[config.mk]
export PLATFORM = sky130hd
export DESIGN_NAME = int_to_float_converter
export DESIGN_NICKNAME = d
export VERILOG_FILES = /design/src/rtl/int_to_float_converter.sv
export SDC_FILE = /design/constraint.sdc
export NUM_CORES = 1
export LEC_CHECK = 0
export CAP_MARGIN = 30
export CORE_ASPECT_RATIO = 0.75
export CORE_MARGIN = 2
export CORE_UTILIZATION = 55
export CTS_CLUSTER_SIZE = 30
export DETAILED_ROUTE_END_ITERATION = 10
export GPL_TIMING_DRIVEN = 0
export PLACE_DENSITY = 0.81
export SETUP_SLACK_MARGIN = 0.5
export SYNTH_ARGS = -nofsm -noshare
export SYNTH_HDL_FRONTEND = slang
export SYNTH_SLANG_ARGS = --single-unit
[constraint.sdc]
create_clock -name clk -period 3.1 [get_ports clk]
set_clock_uncertainty 0.05 [all_clocks]
set_input_delay 0.62 -clock clk [delete_from_list [all_inputs] [get_ports clk]]
set_output_delay 0.62 -clock clk [all_outputs]
set_load 0.1 [all_outputs]
[src/rtl/int_to_float_converter.sv]
// Purpose: iterative 32-bit integer to IEEE-754 single conversion, round to nearest, ties to even.
// Latency: L+2 edges after acceptance (L = leading zeros of the magnitude); zero operand needs 0 extra edges.
// Backpressure: one operand in flight; the result is held in OUT until out_ready, and in_ready is high only in IDLE.
module int_to_float_converter #(
  parameter bit SIGNED = 1'b1
) (
  input  logic        clk,
  input  logic        rst,
  input  logic        in_valid,
  output logic        in_ready,
  input  logic [31:0] in_data,
  output logic        out_valid,
  input  logic        out_ready,
  output logic [31:0] out_data,
  output logic        busy
);

  typedef enum logic [1:0] {
    IDLE  = 2'd0,
    NORM  = 2'd1,
    ROUND = 2'd2,
    OUT   = 2'd3
  } state_t;

  localparam logic [7:0] EXP_TOP = 8'd158;  // bias 127 plus 31: value of bit 31

  state_t      state_q, state_d;
  logic        sign_q, sign_d;
  logic [31:0] mag_q, mag_d;
  logic [7:0]  exp_q, exp_d;
  logic [31:0] out_q, out_d;

  logic        in_neg;
  logic        guard;
  logic        sticky;
  logic        round_up;
  logic [23:0] mant_sum;

  // Rounding terms from the normalized magnitude; bit 31 is the hidden one.
  assign in_neg   = SIGNED & in_data[31];
  assign guard    = mag_q[7];
  assign sticky   = |mag_q[6:0];
  assign round_up = guard & (sticky | mag_q[8]);
  assign mant_sum = {1'b0, mag_q[30:8]} + {23'd0, round_up};

  // State and datapath registers; reset aborts any operation in flight.
  always_ff @(posedge clk or negedge rst) begin
    if (!rst) begin
      state_q <= IDLE;
      sign_q  <= 1'b0;
      mag_q   <= 32'd0;
      exp_q   <= 8'd0;
      out_q   <= 32'd0;
    end else begin
      state_q <= state_d;
      sign_q  <= sign_d;
      mag_q   <= mag_d;
      exp_q   <= exp_d;
      out_q   <= out_d;
    end
  end

  // Next-state and datapath updates: accept, shift left until bit 31 is set, round, hold.
  always_comb begin
    state_d = state_q;
    sign_d  = sign_q;
    mag_d   = mag_q;
    exp_d   = exp_q;
    out_d   = out_q;
    case (state_q)
      IDLE: begin
        if (in_valid) begin
          if (in_data == 32'd0) begin
            out_d   = 32'd0;
            state_d = OUT;
          end else begin
            sign_d  = in_neg;
            mag_d   = in_neg ? (32'd0 - in_data) : in_data;
            exp_d   = EXP_TOP;
            state_d = NORM;
          end
        end
      end
      NORM: begin
        if (mag_q[31]) begin
          state_d = ROUND;
        end else begin
          mag_d = {mag_q[30:0], 1'b0};
          exp_d = exp_q - 8'd1;
        end
      end
      ROUND: begin
        // A carry out of the mantissa leaves its low 23 bits at zero and bumps the exponent.
        out_d   = {sign_q, exp_q + {7'd0, mant_sum[23]}, mant_sum[22:0]};
        state_d = OUT;
      end
      OUT: begin
        if (out_ready) begin
          state_d = IDLE;
        end
      end
      default: state_d = IDLE;
    endcase
  end

  assign in_ready  = (state_q == IDLE);
  assign out_valid = (state_q == OUT);
  assign busy      = (state_q != IDLE);
  assign out_data  = out_q;

endmodule

Word level (Yosys, flattened, before mapping)
Index checks and enable logic that the tools add are counted.

operators by class
  bitwise logic cells = 3
  equality and inequality tests = 9
  add/sub/neg operators = 4
  magnitude comparators = 0
  muxes and demuxes = 17
  divide/modulo/power cells = 0
  shift operators = 0
  reductions and logical operators = 11
  multipliers = 0

operators with widths
  operator                                                               number
  32-bit two-way mux                                                     6
  32-bit case mux with 2 select lines                                    2
  32-bit zero test                                                       1
  1-bit by 32-bit subtractor with 32-bit output, first input constant    1
  23-bit by 1-bit adder with 24-bit output                               1
  8-bit two-way mux                                                      3
  8-bit case mux with 2 select lines                                     1
  3-bit AND reduction                                                    4
  8-bit by 1-bit adder with 8-bit output                                 1
  2-bit two-way mux                                                      4
  2-bit != test, second input constant                                   4
  2-bit case mux with 4 select lines                                     1
  8-bit by 1-bit subtractor with 8-bit output, second input constant     1
  7-bit OR reduction                                                     1
  2-bit nonzero test                                                     3
  2-bit equality test, second input constant                             2
  2-bit by 1-bit != test with 1-bit output, second input constant        2
  4-bit AND reduction                                                    1
  2-bit by 1-bit equality test with 1-bit output, second input constant  1
  2-bit zero test                                                        1
  1-bit AND                                                              1
  1-bit NOT                                                              1
  1-bit OR                                                               1

storage, ports and cells
  memories kept = 0
  ROM bits = 0
  logic and storage cells = 50
  input port bits = 36
  bits in registers = 75
  memory bits (writable) = 0
  bits in latches = 0
  output and inout bits = 35

Depth between registers and ports, before layout
  depth after elaboration = 6
  mapped depth = 10
  depth with buffers taken out = 10

Worst setup path before layout
OpenSTA, ideal clock, no wires.

  path kind = register to register
  start = reg state_q[0]
  end = reg exp_q[4]
  arrival time = 3.503 ns
  cell stages (with the launch flop) = 9
  clock period less this slack = 3.671 ns
  path slack = -0.571 ns
  data required time = 2.932 ns
  buffers on the path = 1
  library setup time = 0.118 ns
  cells stage by stage = dfrtp_1 > inv_1 > ha_1 > inv_1 > o21ai_0 > a21boi_1 > buf_2 > nand4_1 > a21o_1

on the way
  longest elaborated chain between the ends = 3
  elaborated cells on any way between the ends = 8
  classes of those cells = eq/ne: 4; mux: 1; reduce/logical: 3

RTL lines
  what                                                           RTL line  source
  start: declaration                                             27        state_t state_q, state_d;
  start signal: assignment                                       55        state_q <= state_d;
  2-bit zero test *                                              -
  named net in_ready                                             10        output logic in_ready,
  2-bit != test (no line) or 2-bit nonzero test (tied branches)  -
  4-bit AND reduction (no line)                                  -
  end signal: assignment                                         58        exp_q <= exp_d;
  end: declaration                                               30        logic [7:0] exp_q, exp_d;

Mark *: on every way through the listed nets, which the timed path passes. The rest lies on a longest branch.
A chain may end at the register's enable or synchronous reset.

Worst setup path after layout
  start = in in_data[6]
  end = reg mag_q[15]

on the way
  longest elaborated chain between the ends = 5
  elaborated cells on any way between the ends = 8
  classes of those cells = add/sub: 1; eq/ne: 1; mux: 4; reduce/logical: 2

RTL lines
  what                                           RTL line  source
  start: declaration                             11        input logic [31:0] in_data,
  1-bit by 32-bit subtractor with 32-bit output  78        mag_d = in_neg ? (32'd0 - in_data) : in_data;
  32-bit two-way mux                             78
  32-bit two-way mux                             73        if (in_data == 32'd0) begin
  32-bit two-way mux                             72        if (in_valid) begin
  32-bit case mux with 2 select lines            70        case (state_q)
  end signal: assignment                         57        mag_q <= mag_d;
  end: declaration                               29        logic [31:0] mag_q, mag_d;

Several ways; a longest one is shown, not always the timed one. The select of a mux whose other input is x is not followed.

==> results.json <==
{
  "die_h_um": 83.2,
  "grt-ovfl-total": 0,
  "ys_ff_latch": 75,
  "status": "completed",
  "endpoint_kind": "flop",
  "cts_tree": "done",
  "ir_drop_mv": 0.980,
  "ios": 71,
  "vias": 4779,
  "cp_slowest_cell": "clkdlybuf4s50_1",
  "critical_path.top_delay_family": "compound AO/OA/AOI/OAI gates",
  "synthTopCellsByArea": "dfrtp_1 41%, xnor2_1 6.8%, o21ai_0 6.5%",
  "dpl.cell_count": 692,
  "power_density_nw_per_um2": 1150,
  "cp_max_fo": 7,
  "n_antenna_cell": 0,
  "finalSetupViolCount": 0,
  "clkTransAtPathRegs_ns": 0.08,
  "clock_latency_ns": 0.36,
  "routabilityCongestion": 0.919,
  "synthArstFlopShare_pct": 100,
  "worst_pin_slew_ns": 0.977,
  "grt_max_degree": 61,
  "grt_pass1_wl_um": 22400,
  "drc": 0,
  "crit_type": "primary input to flop",
  "finalHoldViolations": 0,
  "critPathBufInv": 2,
  "ant_nets": 0,
  "required_ns": 3.28,
  "worst-endpoint-arrival_ns": 2.94,
  "seq_area_frac_synth_pct": 40.8,
  "final-max-slew-violation-count": 0,
  "core_area_um2": 7990,
  "synth_edf_count": 0,
  "p_leak_uw": 0.00276,
  "synth.avg_cell_area_um2": 8.92,
  "yosys_warnings": 0,
  "viasPerCell": 6.36,
  "drt_first_iter_violations": 512,
  "synth_area_um2": 4600,
  "grt_pass1_vias": 4361,
  "cp_cell_sequence": "clkdlybuf4s50_1, nor3_4, nand3_4, o31ai_4, a21bo_4, buf_12, nor3_2, a221o_1",
  "most-common-layout-cells": "73 x nand2_1, 70 x dfrtp_1, 48 x o21ai_0, 44 x clkdlybuf4s50_1",
  "layout_min_cycle_time_ns": 2.76,
  "die_width_um": 110,
  "first_pass_iters": 5,
  "syn_inst": 516,
  "grt.total_usage_pct": 31.5,
  "cts_hold_buf": 0,
  "antenna_found_initial": 0,
  "hold_path_class": "primary input to asynchronous set/reset pin",
  "clock.fmax_mhz": 362,
  "placement.io_buffers": 70,
  "place_ws_ns": -0.486,
  "cpPeakStageDelay_ns": 0.50,
  "clock-sinks": 75,
  "die-area_um2": 9120,
  "n_fill_cell": 482,
  "clockRootBuffer": "clkbuf_8",
  "final_common_cell": "nand2_1",
  "rsz0062_at_grt": "true",
  "startpoint_type": "primary input",
  "synth_top_area_share_pct": 40.8,
  "maxSlewHeadroom_pct": 34.7,
  "wl_um": 15300,
  "start_util_pct": 57.6,
  "worst_slack_ns": 0.341,
  "wl_per_cell_um": 20.3,
  "period_share_pct": 89.0,
  "numCtsBuffers": 9,
  "synth_fp_nets": 561,
  "maxCapViolations": 0,
  "final_layout_size_suffix_gt1_share_pct": 24.3,
  "synth_ff_type": "dfrtp_1",
  "clk_path_buf_depth": 2,
  "place_hpwl_um": 9450,
  "htree_levels": 3,
  "setup_tns_ns": 0,
  "areaGrowthSynthToFinish_pct": 41.6,
  "fin_nets": 687,
  "rows": 28,
  "yosysTopAreaCell": "dfrtp_1",
  "instances_no_fill": 752,
  "synth.distinct_cells": 52
}
[power by group]
| group | switching (uW) | total [uW] | internal [uW] |
|---|---|---|---|
| sequential | 394 | 1800 | 1400 |
| clock | 376 | 934 | 558 |
| combinational | 3160 | 4740 | 1580 |
[area by class of cell]
type	instances	area, um2	share of cell area (%)
sequential	75	1880	28.9
inverter	18	71.3	1.09
multi-input combinational	392	2870	44.0
clock inverter	4	97.6	1.50
clock buffer	12	145	2.23
buffer	31	246	3.78
tap	105	131	2.02
timing repair buffer	115	1070	16.5
[metal layers]
layer | wire, um | track usage, %
met1 | 6040 | 43.4
met2 | 7180 | 49.0
met3 | 1530 | 7.06
met4 | 521 | 10.4
met5 | 0 | 0
[flip-flops by register name, summed over array words and instances (netlist names)]
name and count:
mag_q 32, exp_q 8, out_data 32, state_q 2
sign_q 1
[metrics by stage]
step / power [uW] / area [um2] / utilization [%] / hold WS [ns]
after floorplan: 4590 / 4700 / - / 0.274
after global placement: 5510 / 5530 / 69.2 / 0.411
after detailed placement: 5620 / 5550 / 69.5 / 0.421
after CTS: 6950 / 6200 / 77.7 / 0.0850
after global routing: 7790 / 6520 / 81.6 / 0.0877
final: 7470 / 6520 / 81.6 / 0.0821
[kinds of logic after synthesis]
kind of cell,Yosys count,share of synthesized area [%]
buffers and inverters,49,4.62
multiplexers,6,1.39
AND/OR/NAND/NOR,177,19.2
XOR/XNOR,60,11.4
flip-flops,75,40.8
adder cells (fa/ha/maj),9,2.45
AO/OA/AOI/OAI,140,20.2
[final timing paths]
kind / from / to / slack, ns / depth (start not counted)
worst min-delay path: rst / out_data[15]$_DFFE_PN0P_ / 0.08 / 1
worst min register to register: out_data[13]$_DFFE_PN0P_ / out_data[13]$_DFFE_PN0P_ / 0.43 / 2
max in group asynchronous: rst / mag_q[8]$_DFFE_PN0P_ / 2.33 / 2
worst max register to register: mag_q[7]$_DFFE_PN0P_ / out_data[30]$_DFFE_PN0P_ / 0.60 / 10
min in group clk: out_data[13]$_DFFE_PN0P_ / out_data[13]$_DFFE_PN0P_ / 0.43 / 2
worst max-delay path: in_data[6] / mag_q[15]$_DFFE_PN0P_ / 0.34 / 8
[worst reg2reg max path, cell delays in order, from the launching register on]
cell     delay, ns
dfrtp_2       0.43
and4_4        0.25
nand4_1       0.21
nor3_4        0.30
and4_4        0.27
ha_1          0.19
nand4_1       0.18
nor2_2        0.19
nand2_1       0.08
xor2_1        0.14
o21ai_0       0.13
[synth_stat cells (all sizes together) (2+ instances only)]
cell      n
nand2b    5
nand3    14
o211ai    8
a21o      2
nand3b    3
o31ai    24
inv      17
a221o     5
nor2     21
xnor2    36
or4       5
o21a      5
dfrtp    75
clkbuf   25
a21oi     7
and3      7
nand4     6
a21boi    2
a22oi     9
nor3b     2
and4      3
nor3     14
buf       6
nor4      4
nand4b    4
ha        9
mux2i     3
xor2     24
o41ai     5
or3       7
nand2    76
o21ai    60
a2bb2oi   4
mux2      3
a31oi     4
a221oi    2
[repair_timing]
action / 4_1_cts / 5_1_grt
gates resized for setup: 94 / 96
setup buffers: 19 / 18
cloned: 5 / 2
endpoints found under the setup margin: 77 / 74
pin swaps: 21 / 18
(Power assumes the default switching activity.)
